==> config.mk <==
export PLATFORM = sky130hd
export DESIGN_NAME = timer_input_capture
export DESIGN_NICKNAME = d
export VERILOG_FILES = /design/src/rtl/timer_pkg.sv /design/src/rtl/ic_sync_filter.sv /design/src/rtl/timer_input_capture.sv
export SDC_FILE = /design/constraint.sdc
export NUM_CORES = 1
export LEC_CHECK = 0
export BUFFER_PORTS_ARGS = -buffer_cell sky130_fd_sc_hd__buf_4
export CAP_MARGIN = 20
export CORE_MARGIN = 2
export CORE_UTILIZATION = 35
export CTS_CLUSTER_DIAMETER = 200
export CTS_CLUSTER_SIZE = 20
export DETAILED_ROUTE_END_ITERATION = 16
export RECOVER_POWER = 50
export SLEW_MARGIN = 10
export SYNTH_ARGS = -nofsm -noshare
export SYNTH_HDL_FRONTEND = slang
export SYNTH_SLANG_ARGS = --single-unit
==> constraint.sdc <==
create_clock -name clk -period 2.37 [get_ports clk]
set_input_delay 0.1185 -clock clk [delete_from_list [all_inputs] [get_ports clk]]
set_output_delay 0.1185 -clock clk [all_outputs]
set_load 0.01 [all_outputs]
==> src/rtl/timer_pkg.sv <==
// rtl/timer_pkg.sv - shared types and default widths for the timer subsystem
package timer_pkg;

    localparam int TIMER_BITS_WIDTH = 32;
    localparam int TIMER_FILT_WIDTH = 4;
    localparam int IC_EVT_WIDTH     = 3;

    typedef enum logic [1:0] {
        IC_RISE = 2'b00,
        IC_FALL = 2'b01,
        IC_BOTH = 2'b10
    } ic_pol_t;

    typedef enum logic [1:0] {
        IC_DISABLED = 2'b00,
        IC_SEED     = 2'b01,
        IC_ACTIVE   = 2'b10
    } ic_state_t;

    // Terminal event count for a prescaler code: capture every 1/2/4/8 edges
    function automatic logic [IC_EVT_WIDTH-1:0] ic_psc_limit(input logic [1:0] psc);
        logic [IC_EVT_WIDTH-1:0] lim;
        case (psc)
            2'd0:    lim = 3'd0;
            2'd1:    lim = 3'd1;
            2'd2:    lim = 3'd3;
            default: lim = 3'd7;
        endcase
        return lim;
    endfunction

endpackage

==> src/rtl/ic_sync_filter.sv <==
// rtl/ic_sync_filter.sv - pin synchroniser, glitch filter and filtered-edge detector
module ic_sync_filter
    import timer_pkg::*;
#(
    parameter int FILT_WIDTH = TIMER_FILT_WIDTH
) (
    input  logic                  clk,
    input  logic                  rst,
    input  logic                  pin_in,
    input  logic                  run,
    input  logic                  seed,
    input  logic                  clr,
    input  logic [FILT_WIDTH-1:0] filt_len,
    output logic                  level,
    output logic                  rise,
    output logic                  fall
);

    logic                  s1_q, s1_d;
    logic                  s2_q, s2_d;
    logic                  f_q, f_d;
    logic [FILT_WIDTH-1:0] cnt_q, cnt_d;
    logic                  change;

    // Next-state for synchroniser (always running) and the filter (gated by run)
    always_comb begin
        s1_d   = pin_in;
        s2_d   = s1_q;
        f_d    = f_q;
        cnt_d  = cnt_q;
        change = 1'b0;
        if (seed) begin
            // Adopt the current pin level silently so a level present at enable is not an edge
            f_d   = s2_q;
            cnt_d = '0;
        end else if (clr) begin
            cnt_d = '0;
        end else if (run) begin
            if (s2_q == f_q) begin
                cnt_d = '0;
            end else if (cnt_q == filt_len) begin
                f_d    = s2_q;
                cnt_d  = '0;
                change = 1'b1;
            end else begin
                cnt_d = cnt_q + FILT_WIDTH'(1);
            end
        end
    end

    // Synchroniser, filtered level and filter counter registers
    always_ff @(posedge clk or posedge rst) begin
        if (rst) begin
            s1_q  <= 1'b0;
            s2_q  <= 1'b0;
            f_q   <= 1'b0;
            cnt_q <= '0;
        end else begin
            s1_q  <= s1_d;
            s2_q  <= s2_d;
            f_q   <= f_d;
            cnt_q <= cnt_d;
        end
    end

    assign level = f_q;
    assign rise  = change & s2_q;
    assign fall  = change & ~s2_q;

endmodule

==> src/rtl/timer_input_capture.sv <==
// rtl/timer_input_capture.sv - input-capture channel: FSM, event prescaler, capture register, flags
module timer_input_capture
    import timer_pkg::*;
#(
    parameter int BITS_WIDTH = TIMER_BITS_WIDTH,
    parameter int FILT_WIDTH = TIMER_FILT_WIDTH
) (
    input  logic                  clk,
    input  logic                  rst,
    input  logic                  ic_en,
    input  logic                  tc_rst,
    input  logic [1:0]            ic_pol,
    input  logic [1:0]            ic_psc,
    input  logic [FILT_WIDTH-1:0] ic_filt,
    input  logic                  ic_irq_en,
    input  logic                  clr_flag,
    input  logic                  cap_in,
    input  logic [BITS_WIDTH-1:0] tcnt,
    output logic [BITS_WIDTH-1:0] ccr,
    output logic                  cap_flag,
    output logic                  over_flag,
    output logic                  ic_irq
);

    ic_state_t                 state_q, state_d;
    logic [IC_EVT_WIDTH-1:0]   evt_q, evt_d;
    logic [BITS_WIDTH-1:0]     ccr_q, ccr_d;
    logic                      cap_flag_q, cap_flag_d;
    logic                      over_flag_q, over_flag_d;
    logic                      irq_q, irq_d;

    logic filt_level;
    logic filt_rise;
    logic filt_fall;
    logic edge_hit;
    logic capture;

    ic_sync_filter #(
        .FILT_WIDTH (FILT_WIDTH)
    ) u_sync_filter (
        .clk      (clk),
        .rst      (rst),
        .pin_in   (cap_in),
        .run      ((state_q == IC_ACTIVE) && !tc_rst),
        .seed     (state_q == IC_SEED),
        .clr      (tc_rst),
        .filt_len (ic_filt),
        .level    (filt_level),
        .rise     (filt_rise),
        .fall     (filt_fall)
    );

    // Channel FSM, edge qualification, prescaler, capture and flag next-state
    always_comb begin
        state_d     = state_q;
        evt_d       = evt_q;
        ccr_d       = ccr_q;
        cap_flag_d  = cap_flag_q;
        over_flag_d = over_flag_q;
        capture     = 1'b0;

        // A pulse only counts against the level it leaves behind
        case (ic_pol)
            IC_RISE: edge_hit = filt_rise & ~filt_level;
            IC_FALL: edge_hit = filt_fall & filt_level;
            default: edge_hit = (filt_rise & ~filt_level) | (filt_fall & filt_level);
        endcase

        case (state_q)
            IC_DISABLED: if (ic_en) state_d = IC_SEED;
            IC_SEED:     state_d = IC_ACTIVE;
            IC_ACTIVE:   if (!ic_en) state_d = IC_DISABLED;
            default:     state_d = IC_DISABLED;
        endcase

        if (tc_rst || state_q == IC_SEED) begin
            evt_d = '0;
        end else if (edge_hit) begin
            // >= so a prescaler lowered mid-count captures at once instead of wrapping
            if (evt_q >= ic_psc_limit(ic_psc)) begin
                capture = 1'b1;
                evt_d   = '0;
            end else begin
                evt_d = evt_q + IC_EVT_WIDTH'(1);
            end
        end

        if (tc_rst) begin
            state_d     = ic_en ? IC_SEED : IC_DISABLED;
            ccr_d       = '0;
            cap_flag_d  = 1'b0;
            over_flag_d = 1'b0;
        end else if (capture) begin
            ccr_d = tcnt;
            if (clr_flag) begin
                cap_flag_d  = 1'b1;
                over_flag_d = 1'b0;
            end else if (cap_flag_q) begin
                over_flag_d = 1'b1;
            end else begin
                cap_flag_d = 1'b1;
            end
        end else if (clr_flag) begin
            cap_flag_d  = 1'b0;
            over_flag_d = 1'b0;
        end

        irq_d = cap_flag_d & ic_irq_en;
    end

    // Channel state registers
    always_ff @(posedge clk or posedge rst) begin
        if (rst) begin
            state_q     <= IC_DISABLED;
            evt_q       <= '0;
            ccr_q       <= '0;
            cap_flag_q  <= 1'b0;
            over_flag_q <= 1'b0;
            irq_q       <= 1'b0;
        end else begin
            state_q     <= state_d;
            evt_q       <= evt_d;
            ccr_q       <= ccr_d;
            cap_flag_q  <= cap_flag_d;
            over_flag_q <= over_flag_d;
            irq_q       <= irq_d;
        end
    end

    assign ccr       = ccr_q;
    assign cap_flag  = cap_flag_q;
    assign over_flag = over_flag_q;
    assign ic_irq    = irq_q;

endmodule

==> flow_summary.toml <==
[run_status]
status = "completed"

[logic_synthesis]
synth_top_family_by_area = "simple AND/OR/NAND/NOR gates"
synthesis.area_sq_mm = 0.00220
synth-xor-area-share_pct = 2.39
syn_avg_cell_area_sq_um = 10.1
mappedNetlistNets = 270
synthSimpleGateAreaFrac_pct = 23.5
ys_seq_area_share_pct = 53.5
synth_seq_cells = 47
yosysWarnings = 0
synth.distinct_cells = 34
syn-instance-count = 218
synth_fa_ha_area_share_pct = 2.85
synth_compound_area_share_pct = 12.3
synthMuxAreaShare_pct = 0.513

[pwr]
switching_power_uw = 336
peakVddDrop_v = 0.000228
switching_share_pct = 23.4
p_leak_uw = 0.00133
power_frac_clock_pct = 32.8
pwr-share-comb_pct = 10.3
internal-power_uw = 1100
power.density_mw_per_mm2 = 500
seq_power_share_pct = 56.9

[die]
die_w_um = 83.2
io_pins = 82
initial_utilization_pct = 36.7
design.core.area_sq_mm = 0.00599
die_area_sq_mm = 0.00693
num_rows = 28
die_y_um = 83.2

[timing]
fin_crit_sh_pct = 86.1
worstMarginPinSlew_ns = 0.773
relSlewSlack_pct = 48.5
fmax_mhz = 490
drv_slew = 0
finalCriticalPeriod_ns = 2.04
finalSetupViolCount = 0
fin_ws_ns = 0.330
fin_skew_ns = 0.0106
hold_viol = 0
final.setup.tns_ns = 0
grt_setup_unrepaired = "no"

[placed_design]
dp_worst_setup_slack_ns = 0.223
place_area_sq_mm = 0.00288
dp_hpwl_um = 3580
gp_congestion = 0.712
io_buffers = 81

[routing]
final_antenna_net_count = 0
drc_errors = 0
wire_per_inst_um = 13.0
routed_via_density = 4.60
first_pass_iters = 4
vias = 1748
drt-initial-drc-count = 63
drt_wl_total_um = 4930

[finish]
area_delta_synth_final_pct = 30.9
final_area_sq_mm = 0.00288
final_common_cell = "buf_4"
antenna_cells = 0
drive_gt1_share_pct = 23.0
final_cell_mix = "51 x buf_4, 47 x dfrtp_1, 37 x nand2_1"
final_nets = 356

[setup_path]
crit_top_cell = "buf_12"
worstPathRequired_ns = 2.55
cp.arrival_ns = 2.22
start_kind = "flip-flop"
path_cells = "and2b_1 > or3b_4 > nor4_4 > buf_12 > buf_12 > o21ai_0"
criticalPathCategory = "reg2reg"
slowest_stage = "or3b_4"
slowest_delay_ns = 0.42
end_kind = "flip-flop"
path_max_fanout = 40

[global_routing]
grt_pass1_vias = 1744
grt_start_max_net_pins = 41
grt-ovfl-total = 0
grt_pass1_wl_um = 8520
antenna_found_initial = 0
grtUsageTotal_pct = 15.3

[clock_tree]
cts_max_level = 2
clock_path_buffers = 2
clk_latency_ns = 0.30
tritoncts = "built"
path_clk_slew_ns = 0.09
cts.sinks = 47
clockRootBuffer = "clkbuf_8"
cts_buffers = 5

[job]
drv_cap = 0

[worst_hold_path]
hold_path.class = "in2reg"
==> power groups by stage <==
stage | Clock, uW | Sequential, uW | Combinational [uW]
final | 471 | 817 | 148
after floorplan | 0 | 832 | 68.1
after detailed placement | 0 | 833 | 148
after CTS | 492 | 817 | 153
after global routing | 524 | 819 | 165
after global placement | 0 | 833 | 148
==> final cells by class <==
cell class / count / area [sq um]
fill: 595 / 3120
clock buffer: 6 / 72.6
tap: 75 / 93.8
clock inverter: 2 / 12.5
multi-input combinational: 155 / 913
sequential: 47 / 1180
inverter: 5 / 18.8
timing repair buffer: 90 / 588
==> through the flow <==
step | std cells | hold slack (ns) | utilization, % | power (uW)
floorplan | 218 | 0.150 | - | 900
global placement | 369 | 0.127 | 48.1 | 981
detailed placement | 369 | 0.133 | 48.1 | 981
CTS | 380 | 0.00430 | 50.0 | 1460
global route | 380 | 0.0107 | 48.0 | 1510
finish | 380 | 0.0157 | 48.0 | 1440
==> cells in the mapped netlist <==
cell      count  area, sq um
dfrtp_1      47         1180
nand2_1      37          139
nand2b_1     34          213
o21ai_0      31          155
nor2_1        7         26.3
ha_1          5         62.6
inv_1         5         18.8
xnor2_1       5         43.8
clkbuf_1      4         15.0
nor3_1        4         20.0
o21ai_2       4         35.0
a21o_1        3         22.5
clkbuf_8      3         41.3
nand3_1       3         15.0
a211o_1       2         17.5
a21oi_1       2         10.0
buf_6         2         22.5
clkbuf_2      2         10.0
nand4_1       2         12.5
nand4b_1      2         17.5
a31oi_1       1         6.26
and2_1        1         6.26
and2b_1       1         7.51
mux2_2        1         11.3
nand3b_1      1         7.51
nor2b_1       1         6.26
nor3b_1       1         7.51
nor4_4        1         21.3
o21a_1        1         7.51
o21bai_1      1         7.51
o41ai_1       1         8.76
or2_2         1         6.26
or3b_4        1         11.3
xor2_1        1         8.76
==> state kept, by name (all words and copies together), names as in the netlist <==
name	count
cap_flag	1
u_sync_filter.s1_q	1
ccr	32
u_sync_filter.cnt_q	4
u_sync_filter.level	1
state_q	2
u_sync_filter.s2_q	1
evt_q	3
ic_irq	1
over_flag	1
==> critical path: cells and delay by family (launching register included) <==
kind                   cells  cell delay [ns]
buffers and inverters      2             0.42
AND/OR/NAND/NOR            3             0.97
AO/OA/AOI/OAI              1             0.11
flip-flops                 1             0.40
==> kinds of logic after synthesis <==
kind of cell,after synthesis
and+or+nand+nor,97
AOI/OAI and AO/OA,46
xor gates and xnor gates,6
muxes,1
buffers and inverters,16
DFF,47
adders and majority gates,5
==> routing by layer <==
metal	vias to the layer above	part of all wire (%)	track usage [%]
li1	895	-	-
met1	797	47	20.7
met2	54	47	23.8
met3	2	5.7	4.37
met4	0	0.83	4.47
met5	-	0	0
==> timing repair <==
item | in CTS | in global routing
hold buffers | 3 | 0
resized for setup | 0 | 0
buffers inserted | 0 | 0
endpoints found under the setup margin | 0 | 0
endpoints found under the hold margin | 18 | 0
==> worst paths after layout <==
path	from	endpoint	slack (ns)	depth (start not counted)
hold / removal	tcnt[6]	ccr[6]	0.02	3
min in group asynchronous	rst	ccr[22]	0.47	3
hold reg to reg	u_sync_filter.s1_q	u_sync_filter.s2_q	0.38	0
max in group asynchronous	rst	ccr[5]	0.78	4
setup reg to reg	state_q[0]	ccr[24]	0.33	6
setup / recovery	state_q[0]	ccr[24]	0.33	6
No activity file was read; power rests on OpenSTA's default activity.
